### src/rtl/alu_pkg.sv
// Shared definitions for the ALU arbiter: data width, opcodes, FSM states, response record.
// Latency: n/a (types, constants and one helper function only).
// Backpressure: n/a.
package alu_pkg;

  localparam int DW = 16;

  // Opcode map. 4'b0000 and anything above OP_MAX are accepted but flagged as errors.
  typedef enum logic [3:0] {
    OP_NOP = 4'd0,
    OP_ADD = 4'd1,
    OP_SUB = 4'd2,
    OP_AND = 4'd3,
    OP_OR  = 4'd4,
    OP_XOR = 4'd5,
    OP_NOT = 4'd6,  // ~a
    OP_SLL = 4'd7,  // a << b[3:0]
    OP_SRL = 4'd8,  // a >> b[3:0], zero fill
    OP_SRA = 4'd9   // a >>> b[3:0], sign fill
  } alu_op_e;

  localparam logic [3:0] OP_MAX = 4'd9;

  typedef enum logic [1:0] {
    ST_IDLE = 2'd0,
    ST_EXEC = 2'd1,
    ST_RESP = 2'd2
  } state_e;

  typedef struct packed {
    logic [DW-1:0] result;
    logic          neg;
    logic          zero;
    logic          overflow;
    logic          err;
  } rsp_t;

  function automatic logic op_legal(input logic [3:0] op);
    return (op != OP_NOP) && (op <= OP_MAX);
  endfunction

endpackage

### src/rtl/alu.sv
// Combinational 16-bit ALU: result plus negative/zero/signed-overflow flags.
// Latency: 0 cycles (pure combinational); the caller registers inputs and outputs.
// Backpressure: none.
// Ports: op (4b opcode), a/b (operands) -> result, neg, zero, overflow.
module alu
  import alu_pkg::*;
(
  input  logic [3:0]    op,
  input  logic [DW-1:0] a,
  input  logic [DW-1:0] b,
  output logic [DW-1:0] result,
  output logic          neg,
  output logic          zero,
  output logic          overflow
);

  logic [3:0] shamt;
  assign shamt = b[3:0];

  always_comb begin
    result   = '0;
    overflow = 1'b0;
    case (op)
      OP_ADD: begin
        result   = a + b;
        // Signed overflow: same-sign operands produce an opposite-sign sum.
        overflow = (a[DW-1] == b[DW-1]) && (result[DW-1] != a[DW-1]);
      end
      OP_SUB: begin
        result   = a - b;
        overflow = (a[DW-1] != b[DW-1]) && (result[DW-1] != a[DW-1]);
      end
      OP_AND:  result = a & b;
      OP_OR:   result = a | b;
      OP_XOR:  result = a ^ b;
      OP_NOT:  result = ~a;
      OP_SLL:  result = a << shamt;
      OP_SRL:  result = a >> shamt;
      OP_SRA:  result = $signed(a) >>> shamt;
      default: result = '0;
    endcase
  end

  assign neg  = result[DW-1];
  assign zero = (result == '0);

endmodule

### src/rtl/alu_arbiter.sv
// Shares one ALU between two requesters, one operation in flight, round-robin grant on contention.
// Latency: accept at edge N, response valid after edge N+1, held until the owner's rspn_ready.
// Backpressure: reqn_ready only in IDLE; a stalled response blocks all new accepts.
// Ports: clk/reset (sync, active-high); reqn_valid/op/a/b/ready and rspn_valid/ready per requester;
//        shared rsp_result/neg/zero/overflow/err bus; busy high whenever not IDLE.
module alu_arbiter
  import alu_pkg::*;
(
  input  logic          clk,
  input  logic          reset,
  input  logic          req0_valid,
  input  logic [3:0]    req0_op,
  input  logic [DW-1:0] req0_a,
  input  logic [DW-1:0] req0_b,
  output logic          req0_ready,
  output logic          rsp0_valid,
  input  logic          rsp0_ready,
  input  logic          req1_valid,
  input  logic [3:0]    req1_op,
  input  logic [DW-1:0] req1_a,
  input  logic [DW-1:0] req1_b,
  output logic          req1_ready,
  output logic          rsp1_valid,
  input  logic          rsp1_ready,
  output logic [DW-1:0] rsp_result,
  output logic          rsp_neg,
  output logic          rsp_zero,
  output logic          rsp_overflow,
  output logic          rsp_err,
  output logic          busy
);

  state_e        state_q, state_d;
  logic          owner_q, owner_d;   // requester that owns the in-flight operation
  logic          prio_q,  prio_d;    // requester that wins when both are valid
  logic [3:0]    op_q,    op_d;
  logic [DW-1:0] a_q,     a_d;
  logic [DW-1:0] b_q,     b_d;
  rsp_t          rsp_q,   rsp_d;

  logic [DW-1:0] alu_result;
  logic          alu_neg, alu_zero, alu_overflow;

  logic idle, grant1, accept0, accept1, owner_rdy;

  // Readies are suppressed while reset is high so nothing looks accepted on a reset edge.
  assign idle    = (state_q == ST_IDLE) && !reset;
  assign grant1  = req1_valid && (!req0_valid || prio_q);
  assign accept0 = idle && req0_valid && !grant1;
  assign accept1 = idle && grant1;

  assign req0_ready = accept0;
  assign req1_ready = accept1;

  assign owner_rdy = owner_q ? rsp1_ready : rsp0_ready;

  alu u_alu (
    .op       (op_q),
    .a        (a_q),
    .b        (b_q),
    .result   (alu_result),
    .neg      (alu_neg),
    .zero     (alu_zero),
    .overflow (alu_overflow)
  );

  always_comb begin
    state_d = state_q;
    owner_d = owner_q;
    prio_d  = prio_q;
    op_d    = op_q;
    a_d     = a_q;
    b_d     = b_q;
    rsp_d   = rsp_q;
    case (state_q)
      ST_IDLE: begin
        if (accept0 || accept1) begin
          state_d = ST_EXEC;
          owner_d = accept1;
          prio_d  = !accept1;   // the requester not just served wins the next tie
          op_d    = accept1 ? req1_op : req0_op;
          a_d     = accept1 ? req1_a  : req0_a;
          b_d     = accept1 ? req1_b  : req0_b;
        end
      end
      ST_EXEC: begin
        state_d = ST_RESP;
        if (op_legal(op_q)) begin
          rsp_d.result   = alu_result;
          rsp_d.neg      = alu_neg;
          rsp_d.zero     = alu_zero;
          rsp_d.overflow = alu_overflow;
          rsp_d.err      = 1'b0;
        end else begin
          rsp_d.result   = '0;
          rsp_d.neg      = 1'b0;
          rsp_d.zero     = 1'b1;
          rsp_d.overflow = 1'b0;
          rsp_d.err      = 1'b1;
        end
      end
      ST_RESP: begin
        if (owner_rdy) state_d = ST_IDLE;
      end
      default: state_d = ST_IDLE;
    endcase
  end

  always_ff @(posedge clk) begin
    if (reset) begin
      state_q <= ST_IDLE;
      owner_q <= 1'b0;
      prio_q  <= 1'b0;
      op_q    <= '0;
      a_q     <= '0;
      b_q     <= '0;
      rsp_q   <= '0;
    end else begin
      state_q <= state_d;
      owner_q <= owner_d;
      prio_q  <= prio_d;
      op_q    <= op_d;
      a_q     <= a_d;
      b_q     <= b_d;
      rsp_q   <= rsp_d;
    end
  end

  assign rsp0_valid   = (state_q == ST_RESP) && !owner_q;
  assign rsp1_valid   = (state_q == ST_RESP) &&  owner_q;
  assign busy         = (state_q != ST_IDLE);
  assign rsp_result   = rsp_q.result;
  assign rsp_neg      = rsp_q.neg;
  assign rsp_zero     = rsp_q.zero;
  assign rsp_overflow = rsp_q.overflow;
  assign rsp_err      = rsp_q.err;

endmodule

### config.mk
export PLATFORM = sky130hd
export DESIGN_NAME = alu_arbiter
export DESIGN_NICKNAME = d
export VERILOG_FILES = /design/src/rtl/alu_pkg.sv /design/src/rtl/alu.sv /design/src/rtl/alu_arbiter.sv
export SDC_FILE = /design/constraint.sdc
export NUM_CORES = 1
export LEC_CHECK = 0
export CORE_MARGIN = 4
export CORE_UTILIZATION = 55
export CTS_BUF_LIST = sky130_fd_sc_hd__clkbuf_8
export DETAILED_ROUTE_END_ITERATION = 10
export GPL_TIMING_DRIVEN = 1
export PLACE_DENSITY = 0.89
export SETUP_SLACK_MARGIN = 0.4
export SYNTH_ARGS = -nofsm -noshare
export SYNTH_HDL_FRONTEND = slang
export SYNTH_HIERARCHICAL = 1
export SYNTH_SLANG_ARGS = --single-unit
### constraint.sdc
create_clock -name clk -period 6.15 [get_ports clk]
set_clock_uncertainty 0.15 [all_clocks]
set_input_delay 0.9225 -clock clk [delete_from_list [all_inputs] [get_ports clk]]
set_output_delay 0.9225 -clock clk [all_outputs]
set_load 0.005 [all_outputs]
### After elaboration in Yosys (flattened, before gate mapping)

Index checks and enable logic that the tools add are counted.
Widths: inputs -> output; s select.

| cells by class | value |
|---|---|
| magnitude comparators | 1 |
| muxes and demuxes | 10 |
| bitwise operators | 4 |
| add/sub/neg operators | 2 |
| reduce and logical (&&, ||, !) cells | 23 |
| equality and inequality tests | 17 |
| shifts and indexed selects | 3 |

Operator list:

| cell | count |
|---|---|
| $pmux 16 s9 | 1 |
| $mux 16 | 2 |
| $mux 20 | 1 |
| $add 16x16->16 | 1 |
| $and 16x16->16 | 1 |
| $eq 4x3->1 const B | 4 |
| $logic_not 16->1 | 1 |
| $not 16->16 | 1 |
| $or 16x16->16 | 1 |
| $shl 16x4->16 | 1 |
| $shr 16x4->16 | 1 |
| $sshr 16x4->16 | 1 |
| $sub 16x16->16 | 1 |
| $xor 16x16->16 | 1 |
| $logic_and 1x1->1 | 10 |
| $eq 4x2->1 const B | 2 |
| $eq 4x4->1 const B | 2 |
| $pmux 2 s3 | 1 |
| $logic_not 1->1 | 5 |
| $eq 4x1->1 const B | 1 |
| $le 4x4->1 const B | 1 |
| $mux 2 | 2 |
| $mux 4 | 1 |
| $reduce_and 2->1 | 2 |
| other kinds (12) | 15 |

| storage, ports and cells | value |
|---|---|
| logic and storage cells | 71 |
| flip-flop bits (word level) | 60 |
| output and inout bits | 25 |
| input port bits | 78 |

### Depth between registers and ports, before layout

Gate-level depths: netlist of run 1.

| depth | value |
|---|---|
| depth in word-level cells | 8 |
| depth in mapped cells | 18 |
| gate-level depth less buffers | 15 |

### By module

The synthesis of run 1 kept the hierarchy.

Modules (own cells, without submodules):

| module | cells each | instances | sequential area each (sq um) | area an instance (sq um) |
|---|---|---|---|---|
| alu | 585 | 1 | 0.0 | 4146.5 |
| alu_arbiter | 249 | 1 | 1201.2 | 2502.4 |

### Worst setup path before layout of run 1

Ideal clock, no wire load.

| path | value |
|---|---|
| kind | register -> register |
| start | register b_q[2] |
| end | register rsp_q (netlist bit rsp_zero) |
| clock period less this slack | 4608 ps |
| buffers on the path | 3 |
| setup time | 86 ps |
| cell stages (with the launch flop) | 17 |
| data required time | 5914 ps |
| path slack | 1542 ps |
| arrival time | 4372 ps |
| cell sequence | dfxtp_1 > clkbuf_1 > clkinv_1 > clkbuf_1 > ha_1 > clkbuf_1 > nand2b_1 > a21oi_1 > a221oi_1 > mux2i_1 > or4_1 > or3_1 > or4_1 > or4_1 > nor4_2 > nor2_1 > a211oi_1 |

| between the ends | value |
|---|---|
| word-level cells in the longest chain between the ends | 4 |
| elaborated cells on any way between the ends | 11 |
| those cells by class | add/sub (2); shift (3); mux (2); bitwise (3); reduce/logical (1) |

RTL lines:

| item | RTL line | source |
|---|---|---|
| from (decl) | alu_arbiter.sv:38 | `logic [DW-1:0] b_q, b_d;` |
| from (signal assigned) | alu_arbiter.sv:116 | `b_q <= '0;` |
| from (signal assigned) | alu_arbiter.sv:124 | `b_q <= b_d;` |
| $sub 16x16->16 (tied with other cells) | alu.sv:30 | `result = a - b;` |
| $pmux 16 s9 * | alu.sv:23 | `case (op)` |
| named net alu_result[4] | alu_arbiter.sv:41 | `logic [DW-1:0] alu_result;` |
| $logic_not 16->1 * | alu.sv:45 | `assign zero = (result == '0);` |
| named net alu_zero | alu_arbiter.sv:42 | `logic alu_neg, alu_zero, alu_overflow;` |
| $mux 20 * | alu_arbiter.sv:88 | `if (op_legal(op_q)) begin` |
| to (signal assigned) | alu_arbiter.sv:125 | `rsp_q <= rsp_d;` |
| to (decl) | alu_arbiter.sv:39 | `rsp_t rsp_q, rsp_d;` |

The timed path passes the listed nets; every way through them passes the cells marked *.
A chain may end at the register's enable or synchronous reset.

### Worst setup path after layout of run 1

| path | value |
|---|---|
| start | register b_q[1] |
| end | register rsp_q (netlist bit rsp_zero) |

Same word-level chain as after synthesis.

==> results.md, run 1 <==
- CTS tree: yes
- Post-synth EDFFs: 0
- # fillers: 982
- Startpoint types: flop
- Post-DP HPWL: 17100 µm
- Vias post-DR: 7354
- Max layer used: met5
- DR DRC count: 0
- Root buffer selected by CTS: clkbuf_8
- R2R setup slack: 1.32 ns
- Final ANT Viol Nets: 0
- Crit Path Max Fanout: 15
- WS Path Type: reg2reg
- Post-Route Setup TNS: 0 ns
- Initial antenna violation count: 1
- Final setup vio count: 0
- Total CTS buffers: 9
- FF-to-FF path depth: 13
- Nets@finish: 1021
- Clock Latency Late Sink: 0.38 ns
- Clk sink count: 60
- I/O pin count: 103
- First-pass GRT wire length: 36500 µm
- WL met1: 9550 µm
- Ratio of cells with drive above 1 in the final layout: 12.1%
- Starting Density: 57.3%
- Port bufs: 102
- Largest net degree at the start of global routing: 46
- Largest family of logic cells by synthesized area: compound AO/OA/AOI/OAI gates
- Die area: 0.0139 mm²
- FFs w/ async S/R, synth: 0%
- R2r startpoint: b_q[1]$_SDFFE_PP0P_
- Vias in the first global route: 6708
- H-tree lvl count: 3
- Adder-cell share of the synthesized area: 9.63%
- WL/cell: 22.2 µm
- Final worst path period need: 4.83 ns
- Simple-gate share of the synthesized area: 22.7%
- Max-cap viol count: 0
- Worst Path Required: 6.30 ns
- Yosys reg bits: 60
- Mapped Area: 0.00665 mm²
- Ys flop type: dfxtp_1
- Via density: 7.06
- Final Max Slew Viols: 0
- # hold bufs at CTS: 0
- Synth cell types: 86
- Total GRT Usage: 32.5%
- Die height: 118 µm
- Worst hold endpoint: rsp_result[9]$_SDFFE_PP0N_
- Leak Pwr: 2.92 nW
- GRT overflow: 0
- VDD IR max: 0.174 mV
- ANT cells: 0
- Drt pass-1 iters: 6
- XOR/XNOR Fraction of Synth Area: 0.659%
- Syn Inst Count: 834
- CORE AREA: 0.0116 mm²
- Die W: 118 µm
- # rows: 39
- Post-Route WL: 23200 µm
- Clock buffer depth: 2
- Max-slew headroom: 15.5%
- Ys Warns: 6
- Syn_nets: 962
- GPL Wtd Cong: 1.06
- Hold Crit Depth: 1
- Met2 Wirelength: 9480 µm
- Actual transition at the worst max-transition pin: 1.25 ns
- Mux cell area share after synthesis: 9.94%
- Sequential fraction of the synthesis area: 18.1%
- PD cells: 218 mW/mm²
- Resize count post-CTS: 0
- F_max: 207 MHz
- Worst hold start: rsp_result[9]$_SDFFE_PP0N_
- Worst hold path type: reg2reg
- Synth-to-Final Area Change: 18.2%
- Status: completed
- Synth Area in Compound Gates: 31.0%
- Tcrit/Tclk final: 78.6%
- DR iter-0 viols: 1170
- RSZ-0062 raised after global routing: no
- Met3 wire len: 3020 µm
- Reg2reg end: rsp_zero$_SDFFE_PP0N_
- Final Hold Viols: 0
- Final cell utilization of the core: 67.7%
- Clock slew seen by the registers of the worst setup and hold paths: 0.08 ns
- Crit path arrival time: 4.98 ns
- Setup bufs post-CTS: 0
- Setup crit end kind: flop
- Mean post-synth cell area: 7.97 µm²
## worst max-delay path, cell delays in order (launching register included)
cell and delay (ns):
dfxtp_1 0.78, inv_2 0.29, fa_1 0.52, nand2b_1 0.12, a21oi_1 0.08, a221oi_1 0.29
mux2i_1 0.13, or4_1 0.55, or3_1 0.40, or4_1 0.42, or4_1 0.48, nor4_2 0.27
nor2_1 0.08, a211oi_1 0.22
## Yosys cell counts, drive strengths merged (4+ instances only)
cell type / number / area, µm²
a2111oi: 8 / 88.8
a211oi: 12 / 90.1
a21o: 6 / 45.0
a21oi: 73 / 369
a221o: 32 / 320
a221oi: 7 / 61.3
a22o: 22 / 215
a22oi: 4 / 30.0
a31oi: 8 / 50.1
and2: 5 / 31.3
buf: 32 / 194
clkbuf: 40 / 153
dfxtp: 60 / 1200
ha: 48 / 601
inv: 48 / 180
mux2: 12 / 135
mux2i: 12 / 120
mux4: 18 / 405
nand2: 42 / 158
nand2b: 42 / 263
nand3: 20 / 100
nand4: 5 / 31.3
nor2: 58 / 220
nor2b: 11 / 68.8
nor3: 30 / 161
nor4: 15 / 100
nor4b: 5 / 43.8
o2111ai: 4 / 35.0
o211ai: 8 / 60.1
o21ai: 31 / 155
o221ai: 9 / 85.1
o22ai: 11 / 68.8
o31ai: 10 / 75.1
or2: 7 / 46.3
or3: 10 / 62.6
or4: 6 / 45.0
## worst max path at each step
stage                        start                    end  slack, ns  depth (start not counted)
6_report       b_q[1]$_SDFFE_PP0P_  rsp_zero$_SDFFE_PP0N_       1.32                         13
3_5_place_dp   b_q[1]$_SDFFE_PP0P_  rsp_zero$_SDFFE_PP0N_       1.41                         13
3_3_place_gp   b_q[1]$_SDFFE_PP0P_  rsp_zero$_SDFFE_PP0N_       1.55                         13
2_1_floorplan  b_q[2]$_SDFFE_PP0P_  rsp_zero$_SDFFE_PP0N_       1.54                         16
5_1_grt        b_q[1]$_SDFFE_PP0P_  rsp_zero$_SDFFE_PP0N_       1.05                         13
4_1_cts        b_q[1]$_SDFFE_PP0P_  rsp_zero$_SDFFE_PP0N_       1.39                         13
## registers in the layout, indices dropped and copies added (netlist names)
| name | cells |
|---|---|
| owner_q | 1 |
| rsp_err | 1 |
| rsp_overflow | 1 |
| op_q | 4 |
| b_q | 16 |
| rsp_result | 16 |
| rsp_zero | 1 |
| state_q | 2 |
| prio_q | 1 |
| a_q | 16 |
| rsp_neg | 1 |
## final cells by class
type	instances	area (µm²)	share of cell area [%]
Clock inverter	5	36.3	0.462
Multi-Input combinational cell	653	4950	63.0
Sequential cell	60	1200	15.3
Timing Repair Buffer	120	1160	14.7
Tap cell	143	179	2.28
Clock buffer	11	151	1.93
Inverter	49	184	2.34
## cells in the final DEF (no fill, tap or decap), types with 11 or more instances in the layout
| master | n |
|---|---|
| a211oi_1 | 12 |
| a21oi_1 | 72 |
| a221o_1 | 32 |
| a22o_2 | 18 |
| buf_4 | 18 |
| clkbuf_8 | 11 |
| clkdlybuf4s50_1 | 102 |
| dfxtp_1 | 59 |
| ha_1 | 48 |
| inv_1 | 47 |
| mux2_2 | 12 |
| mux2i_1 | 12 |
| mux4_2 | 18 |
| nand2_1 | 42 |
| nand2b_1 | 42 |
| nand3_1 | 20 |
| nor2_1 | 56 |
| nor2b_1 | 11 |
| nor3_1 | 29 |
| nor4_1 | 14 |
| o21ai_0 | 29 |
| o22ai_1 | 11 |
## power breakdown
group	total, mW	switching, mW	internal (mW)	leakage (nW)
logic	0.841	0.479	0.363	2.34
clock network	0.350	0.182	0.168	0.0876
registers	0.524	0.0970	0.427	0.493
## cells by family after synthesis
kind of cell | Yosys count
AOI/OAI and AO/OA | 279
xor gates and xnor gates | 5
adders and majority gates | 50
buffers and inverters | 121
DFF | 60
muxes | 42
and+or+nand+nor | 277
## stage by stage
step	instances	hold WS (ns)	power, mW	cell area (µm²)	setup WS, ns
after floorplan	834	0.322	1.08	6650	1.54
after global placement	1025	0.311	1.33	7670	1.55
after detailed placement	1025	0.312	1.33	7670	1.41
after CTS	1041	0.332	1.68	7860	1.39
after global routing	1041	0.343	1.81	7860	1.05
final	1041	0.328	1.72	7860	1.32
## metal layers
metal  GRT usage [%]  vias to the layer above
li1                -                     3304
met1            44.9                     3402
met2            47.1                      559
met3            8.99                       87
met4            14.3                        2
met5               0                        -
Power figures use the tool's default switching activity.
==> run 2, diff against run 1 <==
==> constraint.sdc (replaced) <==
create_clock -name clk -period 5.06 [get_ports clk]
set_clock_uncertainty 0.15 [all_clocks]
set_input_delay 0.759 -clock clk [delete_from_list [all_inputs] [get_ports clk]]
set_output_delay 0.759 -clock clk [all_outputs]
set_load 0.005 [all_outputs]
==> run 2 against run 1 <==
  * Critical path depth decreased by 2
  * Hold slack improved by 0.0013 ns
  * Fmax increased by 8.9%
  * Non-clock buffer count is 17 higher
  * Critical path type unchanged
  * Die area did not move
  * Critical endpoint unchanged
==> results.md, run 2 (same netlist as run 1, synthesis figures left out) <==
- Status: completed
- # rows: 39 (unchanged)
- H-tree lvl count: 3 (unchanged)
- Crit Path Max Fanout: 21 (+6)
- ANT cells: 0 (unchanged)
- GRT overflow: 0 (unchanged)
- Drt pass-1 iters: 7 (+1)
- Starting Density: 57.3% (unchanged)
- Worst hold path type: reg2reg
- Tcrit/Tclk final: 87.8% (+9.2 points)
- Post-Route WL: 25300 µm (+9.3%)
- Top cell by count, worst path: or4_1
- Port bufs: 102 (unchanged)
- Setup crit end kind: flop
- Vias post-DR: 7600 (+3.3%)
- RSZ-0062 raised after global routing: no
- R2R setup slack: 0.62 ns (-0.70 ns)
- Commonest non-fill, non-tap cells in the layout: 102 x clkdlybuf4s50_1, 72 x a21oi_1, 59 x dfxtp_1
- Worst Path Required: 5.19 ns (-1.11 ns)
- Max-cap viol count: 0 (unchanged)
- WS Path Type: reg2reg
- GPL Wtd Cong: 1.08 (+2.1%)
- Final Max Slew Viols: 0 (unchanged)
- Total CTS buffers: 9 (unchanged)
- Final WS setup: 0.620 ns (-0.697 ns)
- Dpl ws: 0.589 ns (-0.818 ns)
- CP max-delay cell: dfxtp_1
- PD cells: 283 mW/mm² (+30%)
- I/O pin count: 103 (unchanged)
- Ratio of cells with drive above 1 in the final layout: 13.7% (+1.5 points)
- Vias in the first global route: 6921 (+3.2%)
- Final setup vio count: 0 (unchanged)
- Post-Route Setup TNS: 0 ns (unchanged)
- VDD IR max: 0.189 mV (+8.7%)
- Nets@finish: 1038 (+1.7%)
- Crit path cell chain: or4b_2 > nor2_1 > or4_1 > a211o_1 > or3_1 > or3_1 > or4_1 > or4_1 > nor4_2 > nor2_1 > a211oi_1
- Clk sink count: 60 (unchanged)
- Startpoint types: flop
- Total GRT Usage: 35.0% (+2.5 points)
- # fillers: 925 (-5.8%)
- Largest net degree at the start of global routing: 45 (-2.2%)
- Die area: 0.0139 mm² (unchanged)
- Max-slew headroom: 18.3% (+2.8 points)
- Die W: 118 µm (unchanged)
- WL/cell: 23.9 µm (+7.6%)
- Delay of the slowest critical-path stage: 0.77 ns (about the same)
- Final ANT Viol Nets: 0 (unchanged)
- Actual transition at the worst max-transition pin: 1.21 ns (-0.0418 ns)
- Hold Crit Depth: 1 (unchanged)
- DR iter-0 viols: 1276 (+9.1%)
- Final Hold Viols: 0 (unchanged)
- CP delay by family, top: simple AND/OR/NAND/NOR gates
- Root buffer selected by CTS: clkbuf_8
- F_max: 225 MHz (+8.9%)
- # hold bufs at CTS: 0 (unchanged)
- Die height: 118 µm (unchanged)
- Clock buffer depth: 2 (unchanged)
- Clock Latency Late Sink: 0.39 ns (about the same)
- Most common cell after layout, fill and taps aside: clkdlybuf4s50_1
- Initial antenna violation count: 0 (-1)
- Power Total: 2.28 mW (+33%)
- Leak Pwr: 3.05 nW (+4.6%)
- CTS tree: yes
- First-pass GRT wire length: 38700 µm (+6.1%)
- Post-DP HPWL: 18700 µm (+8.9%)
- Via density: 7.18 (+1.7%)
- Worst path buffer plus inverter count: 0 (-1)
- Synth-to-Final Area Change: 21.2%
- DR DRC count: 0 (unchanged)
- Clock slew seen by the registers of the worst setup and hold paths: 0.07 ns (about the same)
- Critical path depth: 11 (-2)
- CORE AREA: 0.0116 mm² (unchanged)
- Crit path arrival time: 4.57 ns (-0.41 ns)
- FF-to-FF path depth: 11 (-2)
- Final worst path period need: 4.44 ns (-0.393 ns)
==> run 2: worst reg2reg max path: stages (launching register included) <==
cell and delay, ns:
dfxtp_1 0.77, or4b_2 0.48, nor2_1 0.11, or4_1 0.56
a211o_1 0.31, or3_1 0.31, or3_1 0.30, or4_1 0.40
or4_1 0.45, nor4_2 0.24, nor2_1 0.08, a211oi_1 0.22
==> run 2: path summary, 6_finish.rpt <==
check,start,endpoint
setup reg to reg,op_q[0]$_SDFFE_PP0P_,rsp_zero$_SDFFE_PP0N_
hold reg to reg,rsp_result[3]$_SDFFE_PP0N_,rsp_result[3]$_SDFFE_PP0N_
hold / removal,rsp_result[3]$_SDFFE_PP0N_,rsp_result[3]$_SDFFE_PP0N_
setup / recovery,op_q[0]$_SDFFE_PP0P_,rsp_zero$_SDFFE_PP0N_
==> run 2: per-stage QoR <==
stage | hold slack (ns) | utilization (%) | instances | instance area (µm²)
5_1_grt | 0.343 | 69.4 | 1058 | 8060
2_1_floorplan | 0.322 | - | 834 | 6650
6_report | 0.330 | 69.4 | 1058 | 8060
3_3_place_gp | 0.312 | 67.1 | 1042 | 7790
3_5_place_dp | 0.311 | 67.1 | 1042 | 7790
4_1_cts | 0.332 | 69.3 | 1058 | 8050
==> run 2: power by group <==
| group | total (mW) | internal, mW | switching, mW |
|---|---|---|---|
| clock | 0.563 | 0.351 | 0.211 |
| sequential | 0.594 | 0.519 | 0.0748 |
| combinational | 1.12 | 0.462 | 0.659 |
| total | 2.28 | 1.33 | 0.945 |
==> run 2: final cells by class <==
class | instances | area (µm²) | area share [%]
flip-flops and latches | 60 | 1200 | 14.9
repair buffers | 137 | 1290 | 16.0
clock inverters | 5 | 98.8 | 1.23
clock buffers | 11 | 151 | 1.88
inverters | 49 | 184 | 2.28
multi-input cells | 653 | 4950 | 61.5
well taps | 143 | 179 | 2.22
==> run 2: routing by layer <==
layer,GRT usage [%],share of wire [%]
met4,16.9,5.1
met3,12.6,14
met2,50.8,42
met1,45.9,39
met5,0,0
==> run 2: repair_timing <==
item,in CTS,in global routing
setup endpoints to repair,0,1
buffers inserted,0,0
resized for setup,0,4
==> run 3, diff against run 2 <==
--- a/config.mk
+++ b/config.mk
@@ -10,6 +10,7 @@
 export CTS_BUF_LIST = sky130_fd_sc_hd__clkbuf_8
 export DETAILED_ROUTE_END_ITERATION = 10
 export GPL_TIMING_DRIVEN = 1
+export HOLD_SLACK_MARGIN = 0.08
 export PLACE_DENSITY = 0.89
 export SETUP_SLACK_MARGIN = 0.4
 export SYNTH_ARGS = -nofsm -noshare
==> results of run 3 <==
Final layout, timing and power as in run 2 (identical DEF).
